`config.mk`:
```
export PLATFORM = sky130hd
export DESIGN_NAME = if_fetch
export DESIGN_NICKNAME = d
export VERILOG_FILES = /design/src/rtl/if_fetch.sv
export SDC_FILE = /design/constraint.sdc
export NUM_CORES = 1
export LEC_CHECK = 0
export CORE_ASPECT_RATIO = 0.5
export CORE_MARGIN = 2
export CORE_UTILIZATION = 43
export CTS_BUF_LIST = sky130_fd_sc_hd__clkbuf_4 sky130_fd_sc_hd__clkbuf_8
export DETAILED_ROUTE_END_ITERATION = 10
export HOLD_SLACK_MARGIN = 0.06
export PLACE_DENSITY = 0.81
export RECOVER_POWER = 50
export SLEW_MARGIN = 20
export SYNTH_ARGS = -nofsm -noshare
export SYNTH_HDL_FRONTEND = slang
export SYNTH_SLANG_ARGS = --single-unit
```
`constraint.sdc`:
```
create_clock -name clk -period 2 [get_ports clk]
set_input_delay 0.2 -clock clk [delete_from_list [all_inputs] [get_ports clk]]
set_output_delay 0.2 -clock clk [all_outputs]
set_load 0.02 [all_outputs]
```
`src/rtl/if_fetch.sv`:
```
// Instruction-fetch stage: owns the PC, issues instruction-SRAM reads and
// keeps a decode-stage redirect alive across IF stalls.
module if_fetch #(
    parameter logic [31:0] RESET_PC    = 32'hBFC0_0000,
    parameter int          IF_TO_ID_WD = 33,
    parameter int          BR_WD       = 33,
    parameter int          STALL_WD    = 6
) (
    input  logic                   clk,
    input  logic                   rst,
    input  logic [STALL_WD-1:0]    stall,
    input  logic [BR_WD-1:0]       br_bus,
    output logic [IF_TO_ID_WD-1:0] if_to_id_bus,
    output logic                   inst_sram_en,
    output logic [3:0]             inst_sram_wen,
    output logic [31:0]            inst_sram_addr,
    output logic [31:0]            inst_sram_wdata
);

    typedef enum logic [1:0] {
        ST_RST  = 2'd0,
        ST_RUN  = 2'd1,
        ST_HOLD = 2'd2
    } state_t;

    localparam logic [31:0] PC_INIT = RESET_PC - 32'd4;

    state_t      r_state;
    state_t      w_state_nxt;
    logic [31:0] r_pc;
    logic        r_ce;
    logic        r_pend_valid;
    logic [31:0] r_pend_addr;

    logic        w_br_e;
    logic [31:0] w_br_addr;
    logic        w_if_stop;
    logic        w_redirect_v;
    logic [31:0] w_redirect_a;
    logic [31:0] w_pc_inc;
    logic [31:0] w_next_pc;
    logic        w_active;
    logic        w_advance;
    logic        w_capture;
    logic        w_unused_stall;

    assign w_br_e         = br_bus[32];
    assign w_br_addr      = br_bus[31:0];
    assign w_if_stop      = stall[0];
    // Only the IF bit matters here; ID bubbles are handled in ID.
    assign w_unused_stall = ^stall[STALL_WD-1:1];

    // A live branch outranks a redirect parked during an earlier stall.
    assign w_redirect_v = w_br_e | r_pend_valid;
    assign w_redirect_a = w_br_e ? w_br_addr : r_pend_addr;
    assign w_pc_inc     = r_pc + 32'd4;
    assign w_next_pc    = w_redirect_v ? w_redirect_a : w_pc_inc;

    assign w_active  = (r_state == ST_RUN) || (r_state == ST_HOLD);
    assign w_advance = w_active && !w_if_stop;
    assign w_capture = w_active && w_if_stop && w_br_e;

    always_ff @(posedge clk) begin
        if (rst) begin
            r_state <= ST_RST;
        end else begin
            r_state <= w_state_nxt;
        end
    end

    always_comb begin
        w_state_nxt = ST_RST;
        case (r_state)
            ST_RST:  w_state_nxt = ST_RUN;
            ST_RUN:  w_state_nxt = w_if_stop ? ST_HOLD : ST_RUN;
            ST_HOLD: w_state_nxt = w_if_stop ? ST_HOLD : ST_RUN;
            default: w_state_nxt = ST_RST;
        endcase
    end

    always_comb begin
        inst_sram_en   = 1'b0;
        inst_sram_addr = r_pc;
        case (r_state)
            ST_RUN, ST_HOLD: begin
                inst_sram_en   = 1'b1;
                // A stalled fetch re-reads the held instruction.
                inst_sram_addr = w_if_stop ? r_pc : w_next_pc;
            end
            default: begin
                inst_sram_en   = 1'b0;
                inst_sram_addr = r_pc;
            end
        endcase
    end

    always_ff @(posedge clk) begin
        if (rst) begin
            r_pc         <= PC_INIT;
            r_ce         <= 1'b0;
            r_pend_valid <= 1'b0;
            r_pend_addr  <= 32'd0;
        end else if (w_advance) begin
            r_pc         <= w_next_pc;
            r_ce         <= 1'b1;
            r_pend_valid <= 1'b0;
        end else if (w_capture) begin
            // Later redirects within one stall overwrite earlier ones.
            r_pend_valid <= 1'b1;
            r_pend_addr  <= w_br_addr;
        end
    end

    assign if_to_id_bus    = {r_ce, r_pc};
    assign inst_sram_wen   = 4'b0000;
    assign inst_sram_wdata = 32'd0;

endmodule

```
==> summary.md <==
| Metric | Value |
|---|---|
| Ys flop type | `dfxtp_1` |
| R2R setup slack | `-0.25 ns` |
| Async SR Flop Fraction | `0%` |
| Power Density | `857 nW/um^2` |
| Mapped Cells | `582` |
| IO Port Bufs | `101` |
| Post-route cell area | `7510 sq um` |
| Final-report hold violation count | `0` |
| CTS Hold Bufs | `0` |
| Gpl congestion | `0.994` |
| CTS Buf Count | `9` |
| Clock insertion delay at the later pin of the skew report | `0.38 ns` |
| Worst-path clk slew | `0.08 ns` |
| Detail Route Antenna Nets | `0` |
| Clock power share | `20.6%` |
| Worst EP required | `1.80 ns` |
| Finished Layout Cells | `961` |
| Grt ovf | `0` |
| R2R Path End | `r_pc[26]$_SDFFE_PP1P_` |
| Detailed Place HPWL | `11.5 mm` |
| Largest fanout on the critical path | `5` |
| Worst path depth | `10` |
| Arrival @ worst endpoint | `2.50 ns` |
| Yosys cell types | `54` |
| DIE AREA | `10,500 sq um` |
| # H-tree levels | `3` |
| Synth Area per Inst | `7.12 sq um` |
| Multi-input gate area | `3090 sq um` |
| CP top delay family | `buffers and inverters` |
| Slowest stage delay, CP | `0.34 ns` |
| R2r startpoint | `r_state[0]$_SDFF_PP0_` |
| Hold_sp | `br_bus[26]` |
| WL final | `22.4 mm` |
| Vias in the first global route | `5,330` |
| CP bufs+invs | `5` |
| CTS tree | `yes` |
| Post-route clock period utilization | `135%` |
| Initial DRC count | `1,214` |
| Failing checks | `setup timing` |
| Max cap viols | `0` |
| Placed cell area | `6040 sq um` |
| Worst rel slew slack | `62.8%` |
| Post-Syn Area | `4140 sq um` |
| CP dominant cell by count | `buf_6` |
| Final min period | `2.70 ns` |
| Worst setup path endpoint | `inst_sram_addr[26]` |
| CTS Sinks | `68` |
| Worst path cell trace | `inv_2, ha_4, nor2b_4, buf_6, buf_6, buf_4, o211ai_1, o21ai_1, nand3_1, buf_2` |
| Final WS setup | `-0.701 ns` |
| FF+latch count, synth | `68` |
| Crit Path Category | `register to output port` |
| Sw frac | `40.5%` |
| Sw Pwr | `2.61 mW` |
| Post-Place Worst Slack | `-0.582 ns` |
| Setup-failing EPs final | `44` |
| Initial antenna violation count | `0` |
| Slowest CP cell | `dfxtp_2` |
| First-pass GRT wire length | `28.8 mm` |
| Synth Warn # | `0` |
| Overall die width | `143 microns` |
| Worst slew pin tran | `0.555 ns` |
| HP Class | `primary input to register` |
| Sequential share of the synthesized area | `32.9%` |
| Fin. max-slew vios | `0` |
| Fillers | `504` |
| P_leak | `3.07 nW` |
| Vias | `6,194` |
| Initial Util | `44.0%` |
| FF/Latch Area | `1430 sq um` |
| NumNets Final | `865` |
| FP Rows | `25` |
| Buffer depth of the longest clock path | `2` |
| CP Capture Type | `output port` |
| Die Ht | `73.4 microns` |
| Peak Freq | `370 MHz` |
| Design internal power | `3.82 mW` |
| Logic gate share of total power | `55.0%` |
| Worst Clk Skew | `0.00698 ns` |
| Total GRT Usage | `36.4%` |
| Average vias per placed instance | `6.45` |
| Wire per inst | `23.3 microns` |
| Syn-to-layout area delta | `81.2%` |
| EDFF count, synth | `0` |
| Core ar. | `9420 sq um` |
| Critical Path Source | `r_state[0]$_SDFF_PP0_` |
| Seq pwr share | `24.4%` |
| Largest net degree at the start of global routing | `43` |
| Setup repair after global routing missed its margin | `true` |
| Drt pass-1 iters | `8` |
| # DRC | `0` |
| Worst r2r path cells | `11` |
| Placed insts | `883` |
| Outcome | `complete, but fails checks` |
| Fraction of layout cells with a size suffix above 1 | `41.3%` |
| I/O pin count | `143` |
| Antenna diodes | `0` |
| Startpoint Class | `register` |
| Max rail drop VDD | `0.445 mV` |
| Clk root buf | `clkbuf_8` |
==> worst min path at each step <==
stage                                         endpoint  slack, ns  cells after the start
final                     r_pend_addr[26]$_SDFFE_PP0P_       0.40                      3
after global routing      r_pend_addr[26]$_SDFFE_PP0P_       0.41                      3
after CTS                 r_pend_addr[25]$_SDFFE_PP0P_       0.39                      3
after detailed placement   r_pend_addr[7]$_SDFFE_PP0P_       0.45                      2
after global placement    r_pend_addr[15]$_SDFFE_PP0P_       0.44                      2
after floorplan           r_pend_addr[15]$_SDFFE_PP0P_       0.34                      2
==> tightest hold or removal path: stages <==
cell	delay [ns]
clkdlybuf4s50_1	0.42
nand2_1	0.06
a21oi_1	0.05
==> stage by stage <==
step                      TNS (ns)  total power, mW  hold WS [ns]  utilization [%]
after floorplan             -0.296             2.82         0.336                -
after global routing        -13.12             6.57         0.413             79.7
after global placement      -12.53             3.91         0.439             64.2
after detailed placement    -13.00             3.94         0.446             64.2
final                       -12.42             6.43         0.403             79.7
after CTS                    -7.68             5.84         0.394             76.0
==> sequential cells by signal, summed over array words and instances (netlist names) <==
register      cells
r_pend_addr      32
r_pend_valid      1
r_pc             32
r_ce              1
r_state           2
==> cell type report <==
type                            instances  share of cell area, %
Timing Repair Buffer                  272                   34.1
Inverter                               10                  0.500
Sequential cell                        68                   19.1
Multi-Input combinational cell        460                   41.1
Tap cell                              135                   2.25
Clock buffer                           10                   1.75
Clock inverter                          6                   1.17
==> cell usage in the layout (no fill, tap or decap), drive strengths merged, types with 10 or more instances in the layout <==
cell | Yosys | routed
nand3 | 21 | 21
buf | 45 | 203
clkdlybuf4s50 | 0 | 68
o211ai | 14 | 14
nor2 | 20 | 20
nand2b | 20 | 20
conb | 1 | 36
dfxtp | 68 | 68
nand2 | 130 | 130
nor3 | 11 | 11
clkbuf | 34 | 10
o21ai | 43 | 43
inv | 10 | 11
a21oi | 50 | 50
==> metal layers <==
layer  part of all wire (%)  vias up  wire length (microns)  track usage, %
met2                     41      662                   9200            54.8
met1                     37     2827                   8190            45.3
met3                     15      230                   3410            13.2
met5                   0.12        -                     26               0
met4                    6.9        2                   1560            21.5
li1                       -     2473                      -               -
==> cells by family after synthesis <==
kind of cell | Yosys count | synth area share, %
buffers and inverters | 89 | 11.5
DFF | 68 | 32.9
AOI/OAI and AO/OA | 156 | 23.2
other | 1 | 0.0905
muxes | 2 | 0.483
adders and majority gates | 3 | 0.906
and+or+nand+nor | 263 | 31.0
==> Yosys cell counts (all sizes together) (4+ instances only) <==
master,number,area [sq um]
a21oi,50,250
a31oi,8,50.1
and2,5,31.3
and3,8,50.1
and4,8,70.1
buf,45,310
clkbuf,34,128
dfxtp,68,1360
inv,10,37.5
nand2,130,488
nand2b,20,125
nand3,21,110
nand3b,6,45.0
nand4,7,50.1
nor2,20,75.1
nor3,11,55.1
nor4,8,56.3
o211ai,14,105
o21ai,43,215
o22ai,4,25.0
o31ai,4,30.0
or2,5,31.3
or4,6,45.0
==> power by group through the flow <==
stage / logic (mW) / registers (mW) / clock network (mW)
after global placement: 2.34 / 1.57 / 0
after global routing: 3.62 / 1.58 / 1.37
after detailed placement: 2.37 / 1.58 / 0
after floorplan: 1.14 / 1.68 / 0
final: 3.54 / 1.57 / 1.32
after CTS: 2.98 / 1.56 / 1.31
==> timing repair <==
item / 4_1_cts / 5_1_grt
pin swaps: 40 / 31
gates cloned: 2 / 0
setup buffers: 44 / 24
gates resized for setup: 319 / 57
setup endpoints to repair: 33 / 37
(Power assumes the default switching activity.)
